**config.mk**
```make
export PLATFORM = sky130hd
export DESIGN_NAME = instruction_fetcher
export DESIGN_NICKNAME = d
export VERILOG_FILES = /design/src/rtl/instruction_fetcher.sv
export SDC_FILE = /design/constraint.sdc
export NUM_CORES = 1
export LEC_CHECK = 0
export BUFFER_PORTS_ARGS = -buffer_cell sky130_fd_sc_hd__buf_2
export CORE_UTILIZATION = 27
export CTS_BUF_LIST = sky130_fd_sc_hd__clkbuf_4 sky130_fd_sc_hd__clkbuf_8
export DETAILED_ROUTE_END_ITERATION = 12
export HOLD_SLACK_MARGIN = 0.02
export MAX_ROUTING_LAYER = met4
export PLACE_DENSITY = 0.39
export REMOVE_ABC_BUFFERS = 1
export SLEW_MARGIN = 5
export SYNTH_ARGS = -nofsm -noshare
export SYNTH_HDL_FRONTEND = slang
export SYNTH_SLANG_ARGS = --single-unit
```
**constraint.sdc**
```tcl
create_clock -name clk_in -period 11.6 [get_ports clk_in]
set_clock_uncertainty 0.05 [all_clocks]
set_input_delay 0.58 -clock clk_in [delete_from_list [all_inputs] [get_ports clk_in]]
set_output_delay 0.58 -clock clk_in [all_outputs]
set_load 0.02 [all_outputs]
```
**src/rtl/instruction_fetcher.sv**
```systemverilog
// -----------------------------------------------------------------------------
// instruction_fetcher
//
// Front end of the decode/dispatch path. Owns the PC, keeps at most one word
// fetch outstanding on the instruction-memory port, and buffers returned words
// in a small FIFO. Each buffered word is offered downstream with its own PC and
// a statically predicted next PC:
//   jal    -> redirected locally to pc + J-immediate
//   jalr   -> fetch stalls until the resolved target arrives
//   others -> pc + 4 (branches predicted not-taken)
// A flush from the ROB empties the queue and restarts fetch at flush_pc. A
// response that is still in flight when the flush lands is dropped.
//
// Ports
//   clk_in, rst_in             clock, asynchronous active-high reset
//   rdy_in                     global enable; when low nothing changes
//   mem_req_valid/addr/ready   fetch request channel (addr = PC)
//   mem_resp_valid/data        single-cycle response pulse carrying the word
//   inst_valid/out/pc/pred_pc  queue head offered to the consumer
//   inst_ready                 consumer takes the head
//   flush_in, flush_pc         squash everything and restart at flush_pc
//   jalr_done_in, jalr_target  resolved target releasing a jalr stall
// -----------------------------------------------------------------------------
module instruction_fetcher #(
    parameter int          IQ_WIDTH = 2,
    parameter logic [31:0] RESET_PC = 32'h0
) (
    input  logic        clk_in,
    input  logic        rst_in,
    input  logic        rdy_in,
    output logic        mem_req_valid,
    output logic [31:0] mem_req_addr,
    input  logic        mem_req_ready,
    input  logic        mem_resp_valid,
    input  logic [31:0] mem_resp_data,
    output logic        inst_valid,
    output logic [31:0] inst_out,
    output logic [31:0] inst_pc,
    output logic [31:0] inst_pred_pc,
    input  logic        inst_ready,
    input  logic        flush_in,
    input  logic [31:0] flush_pc,
    input  logic        jalr_done_in,
    input  logic [31:0] jalr_target
);

    localparam int DEPTH = 1 << IQ_WIDTH;
    localparam logic [IQ_WIDTH-1:0] PTR_ONE = IQ_WIDTH'(1);
    localparam logic [IQ_WIDTH:0]   CNT_ONE = (IQ_WIDTH + 1)'(1);

    localparam logic [6:0] OPC_JAL  = 7'b1101111;
    localparam logic [6:0] OPC_JALR = 7'b1100111;

    typedef enum logic [1:0] {
        S_FETCH = 2'd0,
        S_WAIT  = 2'd1,
        S_STALL = 2'd2,
        S_DRAIN = 2'd3
    } state_t;

    state_t              r_state;
    state_t              w_state_nxt;
    logic [31:0]         r_pc;
    logic [31:0]         w_pc_nxt;
    // Keeps the request channel quiet until the first edge after reset release.
    logic                r_live;

    logic [IQ_WIDTH-1:0] r_head;
    logic [IQ_WIDTH-1:0] r_tail;
    logic [IQ_WIDTH:0]   r_count;
    logic [31:0]         r_q_inst [DEPTH];
    logic [31:0]         r_q_pc   [DEPTH];
    logic [31:0]         r_q_pred [DEPTH];

    logic                w_full;
    logic                w_inst_valid;
    logic                w_req_valid;
    logic                w_req_fire;
    logic                w_flush;
    logic                w_push;
    logic                w_pop;
    logic [6:0]          w_opcode;
    logic                w_is_jal;
    logic                w_is_jalr;
    logic [31:0]         w_jimm;
    logic [31:0]         w_pc_plus4;
    logic [31:0]         w_pred;

    // count never exceeds DEPTH, so its MSB alone marks a full queue.
    assign w_full       = r_count[IQ_WIDTH];
    assign w_inst_valid = (r_count != '0);

    assign w_req_valid = r_live && (r_state == S_FETCH) && !w_full && !flush_in;
    assign w_req_fire  = w_req_valid && mem_req_ready && rdy_in;
    assign w_flush     = flush_in && rdy_in;
    assign w_push      = rdy_in && !flush_in && (r_state == S_WAIT) && mem_resp_valid;
    assign w_pop       = rdy_in && !flush_in && w_inst_valid && inst_ready;

    assign w_opcode   = mem_resp_data[6:0];
    assign w_is_jal   = (w_opcode == OPC_JAL);
    assign w_is_jalr  = (w_opcode == OPC_JALR);
    assign w_jimm     = {{11{mem_resp_data[31]}}, mem_resp_data[31], mem_resp_data[19:12],
                         mem_resp_data[20], mem_resp_data[30:21], 1'b0};
    assign w_pc_plus4 = r_pc + 32'd4;
    assign w_pred     = w_is_jal ? (r_pc + w_jimm) : w_pc_plus4;

    // Next state / next PC. Flush outranks every other event in the cycle.
    always_comb begin
        w_state_nxt = r_state;
        w_pc_nxt    = r_pc;
        if (w_flush) begin
            w_pc_nxt = flush_pc;
            case (r_state)
                // A response arriving in the flush cycle closes the outstanding
                // request, so there is nothing left to drain.
                S_WAIT, S_DRAIN: w_state_nxt = mem_resp_valid ? S_FETCH : S_DRAIN;
                // The request is masked while flush_in is high, so FETCH never
                // has an acceptance to drain here; STALL is simply cancelled.
                default:         w_state_nxt = S_FETCH;
            endcase
        end else begin
            case (r_state)
                S_FETCH: begin
                    if (w_req_fire) begin
                        w_state_nxt = S_WAIT;
                    end
                end
                S_WAIT: begin
                    if (mem_resp_valid) begin
                        if (w_is_jalr) begin
                            w_state_nxt = S_STALL;
                        end else begin
                            w_pc_nxt    = w_pred;
                            w_state_nxt = S_FETCH;
                        end
                    end
                end
                S_STALL: begin
                    if (jalr_done_in) begin
                        w_pc_nxt    = jalr_target;
                        w_state_nxt = S_FETCH;
                    end
                end
                S_DRAIN: begin
                    if (mem_resp_valid) begin
                        w_state_nxt = S_FETCH;
                    end
                end
                default: w_state_nxt = S_FETCH;
            endcase
        end
    end

    always_ff @(posedge clk_in or posedge rst_in) begin
        if (rst_in) begin
            r_state <= S_FETCH;
            r_pc    <= RESET_PC;
            r_live  <= 1'b0;
        end else if (rdy_in) begin
            r_state <= w_state_nxt;
            r_pc    <= w_pc_nxt;
            r_live  <= 1'b1;
        end
    end

    always_ff @(posedge clk_in or posedge rst_in) begin
        if (rst_in) begin
            r_head  <= '0;
            r_tail  <= '0;
            r_count <= '0;
        end else if (w_flush) begin
            r_head  <= '0;
            r_tail  <= '0;
            r_count <= '0;
        end else begin
            if (w_push) begin
                r_tail <= r_tail + PTR_ONE;
            end
            if (w_pop) begin
                r_head <= r_head + PTR_ONE;
            end
            case ({w_push, w_pop})
                2'b10:   r_count <= r_count + CNT_ONE;
                2'b01:   r_count <= r_count - CNT_ONE;
                default: r_count <= r_count;
            endcase
        end
    end

    // Queue storage carries no reset; the head is masked while the queue is empty.
    always_ff @(posedge clk_in) begin
        if (w_push) begin
            r_q_inst[r_tail] <= mem_resp_data;
            r_q_pc[r_tail]   <= r_pc;
            r_q_pred[r_tail] <= w_pred;
        end
    end

    assign mem_req_valid = w_req_valid;
    assign mem_req_addr  = w_req_valid ? r_pc : 32'h0;
    assign inst_valid    = w_inst_valid;
    assign inst_out      = w_inst_valid ? r_q_inst[r_head] : 32'h0;
    assign inst_pc       = w_inst_valid ? r_q_pc[r_head]   : 32'h0;
    assign inst_pred_pc  = w_inst_valid ? r_q_pred[r_head] : 32'h0;

endmodule

```
==> run metrics, run 1 <==
outcome=complete, no violations; Root Buffer=clkbuf_8; final net count=1731; post-layout utilization of the core=32.8%; CP startpoint=r_head[1]; ys flop type=edfxtp_1; vias in the first global route=13300; xor/xnor cell area share of the yosys netlist=approximately 2.2%; met1 WL=27.5 mm; synthesized area per cell=about 15 um^2; Die Ht=around 270 um; Hold WC Path Type=in2async; clk buf depth=3; commonest non-fill, non-tap cell in the layout=edfxtp_1; VDD IR-drop max=between 100 and 150 uV; Slew HR=26.6%; uppermost layer routed=met4; mux contribution to synthesized area=11.5%; Routed WL per cell=23.8 um; port bufs=233; effective utilization at floorplan=27.3%; Req. time, crit path=10.97 ns; reg-to-reg setup timing slack=~8 ns; routed wl met3=2.89 mm; ranking of synthesized cells by area=edfxtp_1, mux4_2, dfrtp_1; final hold vios=0; Async S/R FF share, synth=~10%; antenna-violating nets left=0; Critical Path AT=~3.4 ns; CP Launch Type=flip-flop; vias per inst=between 4 and 5; H-tree Lvls=3; layout cells sized above 1=a little under a third; Die X-Extent=approximately 270 um; CORE AREA=71600 um^2; DR pass1 iterations=5; total die area=73500 um^2; r2r endpoint=r_pc[23]; vias=roughly 12000; initial antenna violation count=2; final RePlAce weighted congestion=a little under 0.9; TritonCTS Sinks=between 400 and 500; max cap viols=0; Netlist cell types=74; clock slew at reported path FFs=0.06 ns; synth warn=0; sequential-to-total area share from yosys stat=63.7%; final instance area=23500 um^2; synthesized-area fraction occupied by adder cells=2.44%; commonest non-fill, non-tap cells in the layout=edfxtp_1, buf_2, and2_1; minimum clock period=3.98 ns; unrepaired setup endpoints after global routing=no; WL final=61.9 mm; largest family of logic cells by synthesized area=multiplexers; DP HPWL=38.5 mm; number of flops mapped to enable cells by yosys=380; reg2reg start=r_pc[2]; crit-path max FO=approximately 60; Crit Path Category=reg2out; CTS tree=done; DR iter-0 viols=779; CP endpoint kind=output pin; # setup viols final=0; Syn-to-layout area delta=20.0%; Post-Syn Instances=between 1000 and 1500; worst slew pin tran=1.10 ns; insertion delay to the later sink of the worst-skew pair=0.66 ns; DR WL met2=30.0 mm; Simple-Gate Fraction of Synth Area=between 10% and 20%; first-pass GRT wire length=89.9 mm; TNS Setup=0 ns; Final Cycle Share=approximately a third; Total GRT Usage=17.3%; num rows=98; Pins Over Slew Limit=0; fmax=251 MHz; Yosys top cell by area=edfxtp_1; io pins=234; Synth Cell Area=19500 um^2; Num CTS Buffers=81; total grt overflow=0; FF-to-FF path depth=10; PwrDens=roughly 230 nW/um^2; largest net degree at the start of global routing=67; Seq cells post-synth=422; PostCTS Resize Cnt=0; Yosys top cell area share=58.4%; Compound-Gate Fraction of Synth Area=approximately 7.5%; Post-route DRC=0; Placed Instance Area=21800 um^2; LEAKAGE=about 8.4 nW
==> stage by stage <==
stage | total power [mW] | cells | setup slack [ns] | hold slack [ns]
after global routing | 5.65 | 2605 | 7.35 | 0.0453
after CTS | 5.46 | 2604 | 7.42 | 0.0243
after floorplan | 3.24 | 1255 | 6.25 | 0.378
after global placement | 3.92 | 2455 | 7.93 | 0.393
final | 5.34 | 2606 | 7.62 | 0.0950
after detailed placement | 3.91 | 2455 | 7.92 | 0.393
==> flip-flops by register name, indices dropped and copies added, names as in the netlist <==
name	count
r_state	2
r_head	2
r_count	3
r_live	1
r_tail	2
r_q_pred	124
r_q_inst	128
r_q_pc	128
r_pc	32
==> cell families after synthesis <==
group                      after synthesis
DFF                                    422
xor gates and xnor gates                49
muxes                                  106
adders and majority gates               37
AOI/OAI and AO/OA                      216
buffers and inverters                   93
and+or+nand+nor                        403
==> cell usage after synthesis (9+ instances only) <==
| cell type | n |
|---|---|
| nand2_1 | 97 |
| edfxtp_1 | 380 |
| mux4_2 | 95 |
| mux2i_1 | 9 |
| nor3_1 | 14 |
| ha_1 | 35 |
| xor2_1 | 24 |
| nor2_1 | 71 |
| dfrtp_1 | 42 |
| and2_1 | 138 |
| o21ai_0 | 49 |
| buf_1 | 9 |
| xnor2_1 | 25 |
| a21o_1 | 12 |
| a21oi_1 | 38 |
| a31oi_1 | 13 |
| nand4_1 | 14 |
| and3_1 | 10 |
| nand3_1 | 23 |
| inv_1 | 22 |
| clkbuf_1 | 54 |
| o22ai_1 | 12 |
==> layer usage <==
metal  vias to the layer above  track usage (%)
li1                       5656                -
met1                      6407             21.9
met2                       317             27.9
met3                        95             3.48
met4                         0             5.55
met5                         -                -
==> timing repair <==
action                                 in CTS  in global routing
hold buffers                                2                  0
setup buffers                               0                  0
endpoints found under the hold margin       3                  0
==> worst max-delay path: stages (launching register included) <==
cell and delay, ns:
dfrtp_4 0.85, buf_4 0.93, mux4_2 0.49, and2_1 0.19, buf_2 0.15
==> cell type report <==
type,count,area [um^2]
fillers,7157,48200
flip-flops and latches,422,12500
inverters,22,82.6
well taps,950,1190
multi-input cells,811,6750
diodes,2,5.00
clock inverters,29,225
repair buffers,252,1310
clock buffers,118,1420
==> where the power goes <==
part           internal (mW)  total, mW  switching, mW  leakage [nW]
clock network          0.855       1.51          0.653         0.869
registers               1.79       1.97          0.186          3.91
logic                  0.740       1.85           1.11          3.61
==> worst max path at each step <==
stage                     slack (ns)               end  cells after the start
after floorplan                 6.25        inst_pc[0]                      2
after global placement          7.93          r_pc[23]                     12
after detailed placement        7.92    r_q_inst[0][7]                      5
after CTS                       7.42  inst_pred_pc[22]                      4
after global routing            7.35  inst_pred_pc[15]                      4
final                           7.62  inst_pred_pc[13]                      4
(Power assumes the default switching activity.)
==> inputs of run 2 (changes only) <==
- clock period: 11.6 -> 3.7 ns (I/O delays scaled with it)
==> run metrics, run 2 (synthesis results as in run 1) <==
outcome=complete, no violations; io pins=234; DR iter-0 viols=915; total power=17.3 mW; vias=13000; Critical Path AT=slightly above 4 ns; clk buf depth=3; commonest non-fill, non-tap cells in the layout=edfxtp_1, buf_2, and2_1; crit-path max FO=10; insertion delay to the later sink of the worst-skew pair=approximately 0.66 ns; post-layout utilization of the core=34.9%; CTS tree=done; vias in the first global route=13500; count of non-filler cells in the finished layout=2742; slack of the critical path=0.142 ns; TritonCTS Sinks=422; commonest non-fill, non-tap cell in the layout=edfxtp_1; DP HPWL=~42 mm; Largest stage delay, worst path=0.57 ns; CORE AREA=71600 um^2; GR Layer Usage met3=around 2.7%; PwrDens=approximately 700 nW/um^2; Root Buffer=clkbuf_8; Final Cycle Share=between 90 and 100%; CP endpoint kind=flip-flop; Routed WL per cell=23.0 um; Crit Path Category=reg2reg; total grt overflow=0; layout cells sized above 1=30.4%; clock slew at reported path FFs=0.06 ns; Post-route DRC=0; initial antenna violation count=2; Pins Over Slew Limit=0; final hold vios=0; effective utilization at floorplan=27.3%; first-pass GRT wire length=92.2 mm; Die X-Extent=around 270 um; unrepaired setup endpoints after global routing=no; fmax=281 MHz; WL final=63.2 mm; Slew HR=32.6%; Place WS=0.292 ns; num rows=98; minimum clock period=about 3.6 ns; met1 usage=between 20% and 30%; H-tree Lvls=3; crit-path cells=ha_1 -> a21o_1 -> a31o_1 -> o31a_1 -> o211ai_2 -> a21oi_2 -> or3_1 -> a211oi_1 -> o21ai_0 -> dlygate4sd3_1; worst slew pin tran=1.01 ns; biggest regs=r_q_inst: 128 flops, r_q_pc: 128 flops, r_q_pred: 124 flops; met2 GRT Util=between 20% and 30%; largest net degree at the start of global routing=76; # setup viols final=0; Syn-to-layout area delta=27.8%; final RePlAce weighted congestion=0.861; max cap viols=0; CP Launch Type=flip-flop; final instance area=25000 um^2; TNS Setup=0 ns; total die area=73500 um^2; antenna-violating nets left=0; Num CTS Buffers=79; Req. time, crit path=roughly 4.2 ns; final net count=1866; DR pass1 iterations=5; Buf+Inv Stages, Crit Path=1; Total GRT Usage=17.7%; Hold WC Path Type=in2reg; VDD IR-drop max=439 uV; highest-delay cell along the critical path=dlygate4sd3_1; DP Cell Count=around 2500; Setup Fix Bufs, Post-CTS=0; port bufs=233; global route hottest layer=met2; vias per inst=4.74; LEAKAGE=9.08 nW; WHS=roughly 0.22 ns; Crit path max-delay family=compound AO/OA/AOI/OAI gates; Die Ht=271 um; Placed Instance Area=22200 um^2
[run 2: power by group]
group          leakage (nW)  internal (mW)  switching, mW
clock network         0.902           2.86           2.05
logic                  4.26           2.59           3.78
registers              3.91           5.61          0.421
total                  9.08           11.1           6.25
[run 2: area by class of cell]
cell class | count | area [um^2]
Clock inverter | 26 | 268
Fill cell | 7164 | 46600
Multi-Input combinational cell | 811 | 6750
Tap cell | 950 | 1190
Antenna cell | 1 | 2.50
Clock buffer | 121 | 1450
Timing Repair Buffer | 389 | 2760
Sequential cell | 422 | 12500
Inverter | 22 | 82.6
[run 2: final timing paths]
check	from	slack, ns	endpoint	cells after the start
worst max register to register	r_pc[5]	0.14	r_pc[24]	10
worst min-delay path	mem_resp_data[9]	0.22	r_q_inst[2][9]	2
worst min register to register	r_live	0.41	r_live	1
max in group asynchronous	rst_in	2.50	r_pc[31]	4
min in group asynchronous	rst_in	0.24	r_state[1]	3
worst max-delay path	r_pc[5]	0.14	r_pc[24]	10
[run 2: what timing repair did]
action | 4_1_cts | 5_1_grt
gates resized for setup | 0 | 1
hold buffers | 108 | 0
setup endpoints to repair | 0 | 2
endpoints found under the hold margin | 196 | 0
[run 2: layer usage]
metal  part of all wire [%]  up-vias
met2                     49      330
met5                      0        -
met3                    4.3       80
met1                     45     6639
met4                    1.7        0
li1                       -     5945
